File: src/rtl/multicycle_core_param.sv
// ---------------------------------------------------------------------------
// multicycle_core_param
//   Parametrised multicycle processor core with an FSM control unit, PC, IR,
//   register file and ALU. Instruction and data memories are external. Both
//   memory ports use a req/ready handshake that tolerates wait states.
//
//   Instruction word: op[15:12] rd[11:8] rs[7:4] rt/imm4[3:0]
//
// Ports
//   clk, reset_n        clock (rising edge), asynchronous active-low reset
//   start               leave IDLE and begin fetching at PC
//   imem_req/addr       fetch request, address = PC
//   imem_rdata/ready    instruction word, valid in the ready cycle
//   dmem_req/we/addr    data access request, 1 = store, data address
//   dmem_wdata          store data
//   dmem_rdata/ready    load data, valid in the ready cycle
//   pc_out, ir_out      architectural PC and instruction register
//   state_out           FSM state code
//   halt, illegal       halted; sticky flag for an undefined opcode
//   instret             retired-instruction counter (wraps at 2^32)
// ---------------------------------------------------------------------------
module multicycle_core_param #(
    parameter int DATA_W = 8,
    parameter int ADDR_W = 8,
    parameter int NREG   = 4
) (
    input  logic              clk,
    input  logic              reset_n,
    input  logic              start,
    output logic              imem_req,
    output logic [ADDR_W-1:0] imem_addr,
    input  logic [15:0]       imem_rdata,
    input  logic              imem_ready,
    output logic              dmem_req,
    output logic              dmem_we,
    output logic [ADDR_W-1:0] dmem_addr,
    output logic [DATA_W-1:0] dmem_wdata,
    input  logic [DATA_W-1:0] dmem_rdata,
    input  logic              dmem_ready,
    output logic [ADDR_W-1:0] pc_out,
    output logic [15:0]       ir_out,
    output logic [2:0]        state_out,
    output logic              halt,
    output logic              illegal,
    output logic [31:0]       instret
);

    localparam int RIW = $clog2(NREG);

    typedef enum logic [2:0] {
        S_IDLE   = 3'd0,
        S_FETCH  = 3'd1,
        S_DECODE = 3'd2,
        S_EXEC   = 3'd3,
        S_MEM    = 3'd4,
        S_WB     = 3'd5,
        S_HALT   = 3'd7
    } state_t;

    localparam logic [3:0] OP_NOP  = 4'h0;
    localparam logic [3:0] OP_ADD  = 4'h1;
    localparam logic [3:0] OP_SUB  = 4'h2;
    localparam logic [3:0] OP_AND  = 4'h3;
    localparam logic [3:0] OP_OR   = 4'h4;
    localparam logic [3:0] OP_ADDI = 4'h5;
    localparam logic [3:0] OP_LD   = 4'h6;
    localparam logic [3:0] OP_ST   = 4'h7;
    localparam logic [3:0] OP_BEQ  = 4'h8;
    localparam logic [3:0] OP_JMP  = 4'h9;
    localparam logic [3:0] OP_HALT = 4'hF;

    state_t            state_q, state_d;
    logic [ADDR_W-1:0] pc_q, pc_d;
    logic [15:0]       ir_q, ir_d;
    logic [DATA_W-1:0] regs_q [NREG];
    logic [DATA_W-1:0] regs_d [NREG];
    logic [DATA_W-1:0] opa_q, opa_d;
    logic [DATA_W-1:0] opb_q, opb_d;
    logic [DATA_W-1:0] opd_q, opd_d;
    logic [DATA_W-1:0] res_q, res_d;
    logic              dmem_we_q, dmem_we_d;
    logic [ADDR_W-1:0] dmem_addr_q, dmem_addr_d;
    logic [DATA_W-1:0] dmem_wdata_q, dmem_wdata_d;
    logic              illegal_q, illegal_d;
    logic [31:0]       instret_q, instret_d;

    // Instruction fields; register indices use only the low log2(NREG) bits.
    logic [3:0]        op;
    logic [RIW-1:0]    rd_idx, rs_idx, rt_idx;
    logic signed [3:0] imm4;
    logic [DATA_W-1:0] simm_dw;
    logic [ADDR_W-1:0] simm_aw;

    assign op      = ir_q[15:12];
    assign rd_idx  = ir_q[8 +: RIW];
    assign rs_idx  = ir_q[4 +: RIW];
    assign rt_idx  = ir_q[0 +: RIW];
    assign imm4    = ir_q[3:0];
    assign simm_dw = DATA_W'(imm4);
    assign simm_aw = ADDR_W'(imm4);

    // ADDI, LD and ST all compute rs + simm; LD/ST use it as the address.
    function automatic logic [DATA_W-1:0] alu(input logic [3:0]        f,
                                              input logic [DATA_W-1:0] a,
                                              input logic [DATA_W-1:0] b,
                                              input logic [DATA_W-1:0] s);
        case (f)
            OP_ADD:  return a + b;
            OP_SUB:  return a - b;
            OP_AND:  return a & b;
            OP_OR:   return a | b;
            default: return a + s;
        endcase
    endfunction

    always_comb begin
        state_d      = state_q;
        pc_d         = pc_q;
        ir_d         = ir_q;
        regs_d       = regs_q;
        opa_d        = opa_q;
        opb_d        = opb_q;
        opd_d        = opd_q;
        res_d        = res_q;
        dmem_we_d    = dmem_we_q;
        dmem_addr_d  = dmem_addr_q;
        dmem_wdata_d = dmem_wdata_q;
        illegal_d    = illegal_q;
        instret_d    = instret_q;

        unique case (state_q)
            S_IDLE: begin
                if (start) state_d = S_FETCH;
            end
            S_FETCH: begin
                if (imem_ready) begin
                    ir_d    = imem_rdata;
                    pc_d    = pc_q + ADDR_W'(1);
                    state_d = S_DECODE;
                end
            end
            S_DECODE: begin
                opa_d = regs_q[rs_idx];
                opb_d = regs_q[rt_idx];
                opd_d = regs_q[rd_idx];
                case (op)
                    OP_NOP: begin
                        instret_d = instret_q + 32'd1;
                        state_d   = S_FETCH;
                    end
                    OP_BEQ: begin
                        // PC already points past the branch.
                        if (regs_q[rd_idx] == regs_q[rs_idx]) pc_d = pc_q + simm_aw;
                        instret_d = instret_q + 32'd1;
                        state_d   = S_FETCH;
                    end
                    OP_JMP: begin
                        pc_d      = ADDR_W'(ir_q[11:0]);
                        instret_d = instret_q + 32'd1;
                        state_d   = S_FETCH;
                    end
                    OP_HALT: state_d = S_HALT;
                    OP_ADD, OP_SUB, OP_AND, OP_OR, OP_ADDI, OP_LD, OP_ST:
                        state_d = S_EXEC;
                    default: begin
                        illegal_d = 1'b1;
                        state_d   = S_HALT;
                    end
                endcase
            end
            S_EXEC: begin
                res_d = alu(op, opa_q, opb_q, simm_dw);
                if (op == OP_LD || op == OP_ST) begin
                    // Address is the low ADDR_W bits, zero-extended if narrower.
                    dmem_addr_d  = ADDR_W'(alu(op, opa_q, opb_q, simm_dw));
                    dmem_wdata_d = opd_q;
                    dmem_we_d    = (op == OP_ST);
                    state_d      = S_MEM;
                end else begin
                    state_d = S_WB;
                end
            end
            S_MEM: begin
                if (dmem_ready) begin
                    dmem_we_d = 1'b0;
                    if (op == OP_LD) begin
                        res_d   = dmem_rdata;
                        state_d = S_WB;
                    end else begin
                        instret_d = instret_q + 32'd1;
                        state_d   = S_FETCH;
                    end
                end
            end
            S_WB: begin
                regs_d[rd_idx] = res_q;
                instret_d      = instret_q + 32'd1;
                state_d        = S_FETCH;
            end
            S_HALT: state_d = S_HALT;
            default: state_d = S_IDLE;
        endcase
    end

    always_ff @(posedge clk or negedge reset_n) begin
        if (!reset_n) begin
            state_q      <= S_IDLE;
            pc_q         <= '0;
            ir_q         <= '0;
            for (int i = 0; i < NREG; i++) regs_q[i] <= '0;
            opa_q        <= '0;
            opb_q        <= '0;
            opd_q        <= '0;
            res_q        <= '0;
            dmem_we_q    <= 1'b0;
            dmem_addr_q  <= '0;
            dmem_wdata_q <= '0;
            illegal_q    <= 1'b0;
            instret_q    <= '0;
        end else begin
            state_q      <= state_d;
            pc_q         <= pc_d;
            ir_q         <= ir_d;
            regs_q       <= regs_d;
            opa_q        <= opa_d;
            opb_q        <= opb_d;
            opd_q        <= opd_d;
            res_q        <= res_d;
            dmem_we_q    <= dmem_we_d;
            dmem_addr_q  <= dmem_addr_d;
            dmem_wdata_q <= dmem_wdata_d;
            illegal_q    <= illegal_d;
            instret_q    <= instret_d;
        end
    end

    // Requests are pure state decodes, so they drop with reset and in the
    // cycle after ready, and can never overlap.
    assign imem_req   = (state_q == S_FETCH);
    assign imem_addr  = pc_q;
    assign dmem_req   = (state_q == S_MEM);
    assign dmem_we    = dmem_we_q;
    assign dmem_addr  = dmem_addr_q;
    assign dmem_wdata = dmem_wdata_q;
    assign pc_out     = pc_q;
    assign ir_out     = ir_q;
    assign state_out  = state_q;
    assign halt       = (state_q == S_HALT);
    assign illegal    = illegal_q;
    assign instret    = instret_q;

endmodule

File: config.mk
export PLATFORM = sky130hd
export DESIGN_NAME = multicycle_core_param
export DESIGN_NICKNAME = d
export VERILOG_FILES = /design/src/rtl/multicycle_core_param.sv
export SDC_FILE = /design/constraint.sdc
export NUM_CORES = 1
export LEC_CHECK = 0
export CAP_MARGIN = 20
export CORE_UTILIZATION = 69
export CTS_BUF_LIST = sky130_fd_sc_hd__clkbuf_4 sky130_fd_sc_hd__clkbuf_8 sky130_fd_sc_hd__clkbuf_16
export CTS_CLUSTER_SIZE = 40
export DETAILED_ROUTE_END_ITERATION = 8
export DONT_BUFFER_PORTS = 1
export GPL_TIMING_DRIVEN = 0
export PLACE_DENSITY_LB_ADDON = 0.3
export SLEW_MARGIN = 40
export SYNTH_ARGS = -nofsm -noshare
export SYNTH_HDL_FRONTEND = slang
export SYNTH_SLANG_ARGS = --single-unit
File: constraint.sdc
create_clock -name clk -period 6.4 [get_ports clk]
set_input_delay 0.64 -clock clk [delete_from_list [all_inputs] [get_ports clk]]
set_output_delay 0.64 -clock clk [all_outputs]
set_load 0.05 [all_outputs]
# Yosys cells after proc, flatten, opt, wreduce, memory -nomap -nowiden
# Index checks and enable logic that the tools add are counted.
# totals
output_inout_bits	88
in_bits	29
ff_bits	141
# classes
n_mux	34
n_addsub	6
eq_ne	26
bitwise	6
order_cmp	4
n_reduce_logical	18
# op_table
cell	count
32-bit 2-to-1 mux	3
32-bit case mux with 3 select lines	1
8-bit 2-to-1 mux	11
8-bit binary-select mux with 2-bit select	3
8-bit case mux with 2 select lines	3
32-bit by 1-bit adder with 32-bit output (second input constant)	1
32-bit bitwise mux	1
8-bit case mux with 4 select lines	1
8-bit adder	3
3-bit case mux with 7 select lines	1
8-bit demux with 2-bit select	1
4-bit by 3-bit == test with 1-bit output (second input constant)	4
4-bit == test (second input constant)	3
3-bit 2-to-1 mux	4
11-bit OR reduction	1
3-bit == test (second input constant)	3
3-bit >= comparator (second input constant)	3
2-bit inverter with 3-bit output	3
3-bit AND reduction	3
8-bit by 1-bit adder with 8-bit output (second input constant)	1
8-bit bitwise AND	1
4-bit by 2-bit == test with 1-bit output (second input constant)	2
8-bit == test	1
2-bit inequality test (second input constant)	4
23 further kinds	32

# Depth between registers and ports, before layout
# logic_depth
word_depth	8
ltp_mapped	16
mapped_depth_nobuf	15

# Worst setup path after synthesis
# No wires, ideal clock.
# synth_path
path_type	flip-flop to flip-flop
from	register ir_q[0], in the netlist ir_out[0]
to	register dmem_addr_q[6], in the netlist dmem_addr[6]
slack_ps	2846
arrival_time_ps	3420
path_buffers	1
stages_incl_launch_ff	15
cell_sequence	dfrtp_1 buf_1 inv_1 ha_1 nor2_1 a31oi_1 o221a_2 fa_1 nor2b_1 o21ai_0 a21boi_0 o21ai_0 and4_1 o31ai_1 o21ai_0
# synth_between
elab_chain_cells	2
# synth_lines
item	line_no	rtl
start, declared	74	logic [15:0] ir_q, ir_d;
start signal, assigned	223	ir_q <= ir_d;
8-bit adder	112	default: return a + s;
8-bit case mux with 4 select lines	107	case (f)
end signal, assigned	230	dmem_addr_q <= dmem_addr_d;
end, declared	82	logic [ADDR_W-1:0] dmem_addr_q, dmem_addr_d;
# No other way between the ends.
# A chain may end at the register's enable or synchronous reset.

# Final worst setup path
# layout_path
from	register ir_q[1], in the netlist ir_out[1]
to	register res_q[6]
# layout_between
elab_chain_cells	3
# layout_lines
item	line_no	rtl
8-bit adder	112	
8-bit case mux with 4 select lines	107	
8-bit case mux with 2 select lines	131	unique case (state_q)
end signal, assigned	228	res_q <= res_d;
end, declared	80	logic [DATA_W-1:0] res_q, res_d;
# No other way between the ends.

==> flow_summary.yaml <==
placed_design:
  dp_cells: 961
  place_hpwl_mm: 15.5
  gp_congestion: 0.897
  pre_cts_ws_ns: 1.91
  numPortBuffers: 0
grt:
  overflow: 0
  grt_max_degree: 142
  antenna_found_initial: 0
  grt_first_pass_wirelength_mm: 35.3
  grt_pass1_vias: 6723
  gr-usage-all-layers: 0.378
logic_synthesis:
  async_flop_share: 1.00
  yosysWarnings: 0
  synth_top_area_share: 0.431
  yosys-top-cells-area: "dfrtp_1 43%, nand2_1 7.1%, mux2_2 6.0%"
  syn_nets: 868
  synthesis.area_per_instance_sq_um: 10.0
  ys_ff_latch: 141
  ys_seq_area_frac: 0.431
  netlist-cell-type-count: 82
  syn_inst: 818
  yosysTopAreaCell: "dfrtp_1"
  syn_area_sq_mm: 0.00820
  synthFlopType: "dfrtp_1"
  synth_edf_count: 0
floorplan:
  row_count: 39
  die_area_sq_mm: 0.0123
  io_pins: 117
  initial_core_util: 0.712
  die_x_um: 111
  die_h_um: 111
  core_area_sq_mm: 0.0115
cells_and_area:
  n_antenna_cell: 0
  drive_gt1_frac: 0.170
  n_fill_cell: 724
  area_delta_synth_final_pct: 10.1
  layout_commonest_cell: "nand2_1"
  final_cell_mix: "156 x nand2_1, 141 x dfrtp_1, 47 x o21ai_0"
  final_nets: 888
  final_cells: 991
clock_tree:
  htree_levels: 4
  clk_path_buf_depth: 2
  cts_tree: "done"
  cts_buffers: 17
  clk_pin_slew_ns: 0.06
  clk_latency_ns: 0.43
  post_cts_buffers: 0
  cts_root_buffer: "clkbuf_16"
  cts_num_sinks: 141
run_status:
  outcome: "finished, violations left"
  violations: "DRC"
detailed_routing:
  drc_errors: 16
  dr_total_vias: 6617
  first_pass_iters: 8
  wire_per_inst_um: 21.8
  drt_iter0_drc: 744
  viasPerCell: 6.68
  postRouteAntennaNets: 0
  wl_mm: 21.6
timing:
  finalWorstPathRequiredPeriod_ns: 4.60
  finalMaxSlewViolations: 0
  hold_viol_final: 0
  finalCritPeriodShare: 0.719
  relSlewSlack: 0.423
  skew_ns: 0.00627
  finalSetupTns_ns: 0
  rsz0062_at_grt: "false"
  finalSetupViolCount: 0
  fin_ws_ns: 1.80
  max_freq_mhz: 217
  worst_pin_slew_ns: 0.860
  worst_hold_slack_ns: 0.138
worst_setup_path:
  cp_max_fo: 10
  required_ns: 6.68
  path_class: "reg2reg"
  cp_num_buf_inv: 2
  cp_slowest_cell: "dfrtp_1"
  cpPeakStageDelay_ns: 0.68
  crit_chain: "clkbuf_1 > inv_1 > ha_1 > xor2_1 > nor2_1 > a31oi_1 > o22ai_1 > a21oi_1 > ha_1 > nor2b_1 > o21ai_0 > a21boi_0 > o21ai_0 > a211oi_1 > nor4_1 > nor3_1"
  crit_arrival_ns: 4.88
  crit_family: "compound AO/OA/AOI/OAI gates"
  startpoint_type: "flop"
  crit_path_end_kind: "flop"
hold_path:
  min_path_type: "in2async"
job:
  drv_cap: 0
==> state kept, by name (all words and copies together), names as in the netlist <==
name,cells
dmem_addr,8
state_out,3
res_q,8
regs_q,32
opb_q,8
opa_q,8
dmem_we,1
opd_q,8
illegal,1
instret,32
ir_out,16
dmem_wdata,8
imem_addr,8
==> worst reg2reg max path: cells and delay by family (launching register included) <==
kind	cells	cell delay, ns
and+or+nand+nor	4	0.92
DFF	1	0.68
AOI/OAI and AO/OA	7	1.17
adders and majority gates	2	0.58
buffers and inverters	2	0.86
xor gates and xnor gates	1	0.25
==> final cells by class <==
cell class | instances | area, sq um | area share
Clock inverter | 7 | 138 | 0.0153
Clock buffer | 22 | 482 | 0.0534
Buffer | 47 | 235 | 0.0261
Tap cell | 143 | 179 | 0.0198
Timing Repair Buffer | 1 | 27.5 | 0.00305
Inverter | 25 | 93.8 | 0.0104
Sequential cell | 141 | 3530 | 0.391
Multi-Input combinational cell | 605 | 4340 | 0.481
==> stage by stage <==
stage           util  area, sq um
2_1_floorplan      -         8200
6_report       0.784         9020
4_1_cts        0.784         9020
3_3_place_gp   0.727         8370
5_1_grt        0.784         9020
3_5_place_dp   0.728         8380
==> metal layers <==
metal | track usage | part of all wire
met2 | 0.608 | 0.48
met4 | 0.165 | 0.028
met1 | 0.484 | 0.39
met5 | 0 | 0
met3 | 0.102 | 0.10
==> final timing paths <==
| check | start | to | slack (ns) | depth (start not counted) |
|---|---|---|---|---|
| max reg2reg | ir_out[1] | res_q[6] | 1.80 | 16 |
| min | reset_n | imem_addr[2] | 0.14 | 1 |
| max | ir_out[1] | res_q[6] | 1.80 | 16 |
| min reg2reg | opd_q[3] | opd_q[3] | 0.47 | 2 |
| min in group clk | dmem_ready | dmem_we | 0.30 | 1 |
| max in group asynchronous | reset_n | dmem_wdata[1] | 5.67 | 1 |
==> cell families (layout without fill, tap and decap cells) <==
logic type | after synthesis | count (layout) | share of synthesized area
flops | 141 | 141 | 0.431
simple gates | 311 | 311 | 0.185
compound gates | 153 | 153 | 0.127
fa+ha+maj | 21 | 21 | 0.0339
xor+xnor | 49 | 49 | 0.0524
buf+inv | 72 | 102 | 0.0400
mux | 71 | 71 | 0.131
==> synth_stat cells (all sizes together), types with 6 or more instances <==
cell and count:
nand2 157, dfrtp 141, o21ai 51, nor2 46, mux2 44, xnor2 35, clkbuf 28, inv 25
nand3 25, mux4 24, a21oi 21, nor3 21, buf 19, ha 19, xor2 14, and3 13
nor2b 9, a21o 8, o21a 8, nand2b 7, nand4 7, a211oi 6, a31oi 6, o22ai 6
o31ai 6
==> what timing repair did <==
| item | 4_1_cts | 5_1_grt |
|---|---|---|
| hold buffers | 1 | 0 |
| setup endpoints to repair | 0 | 0 |
| hold endpoints to repair | 141 | 0 |
| resized for setup | 0 | 0 |
Power is not shown: default switching activity piles up to over one toggle a cycle in this logic, so the estimate is an artifact.
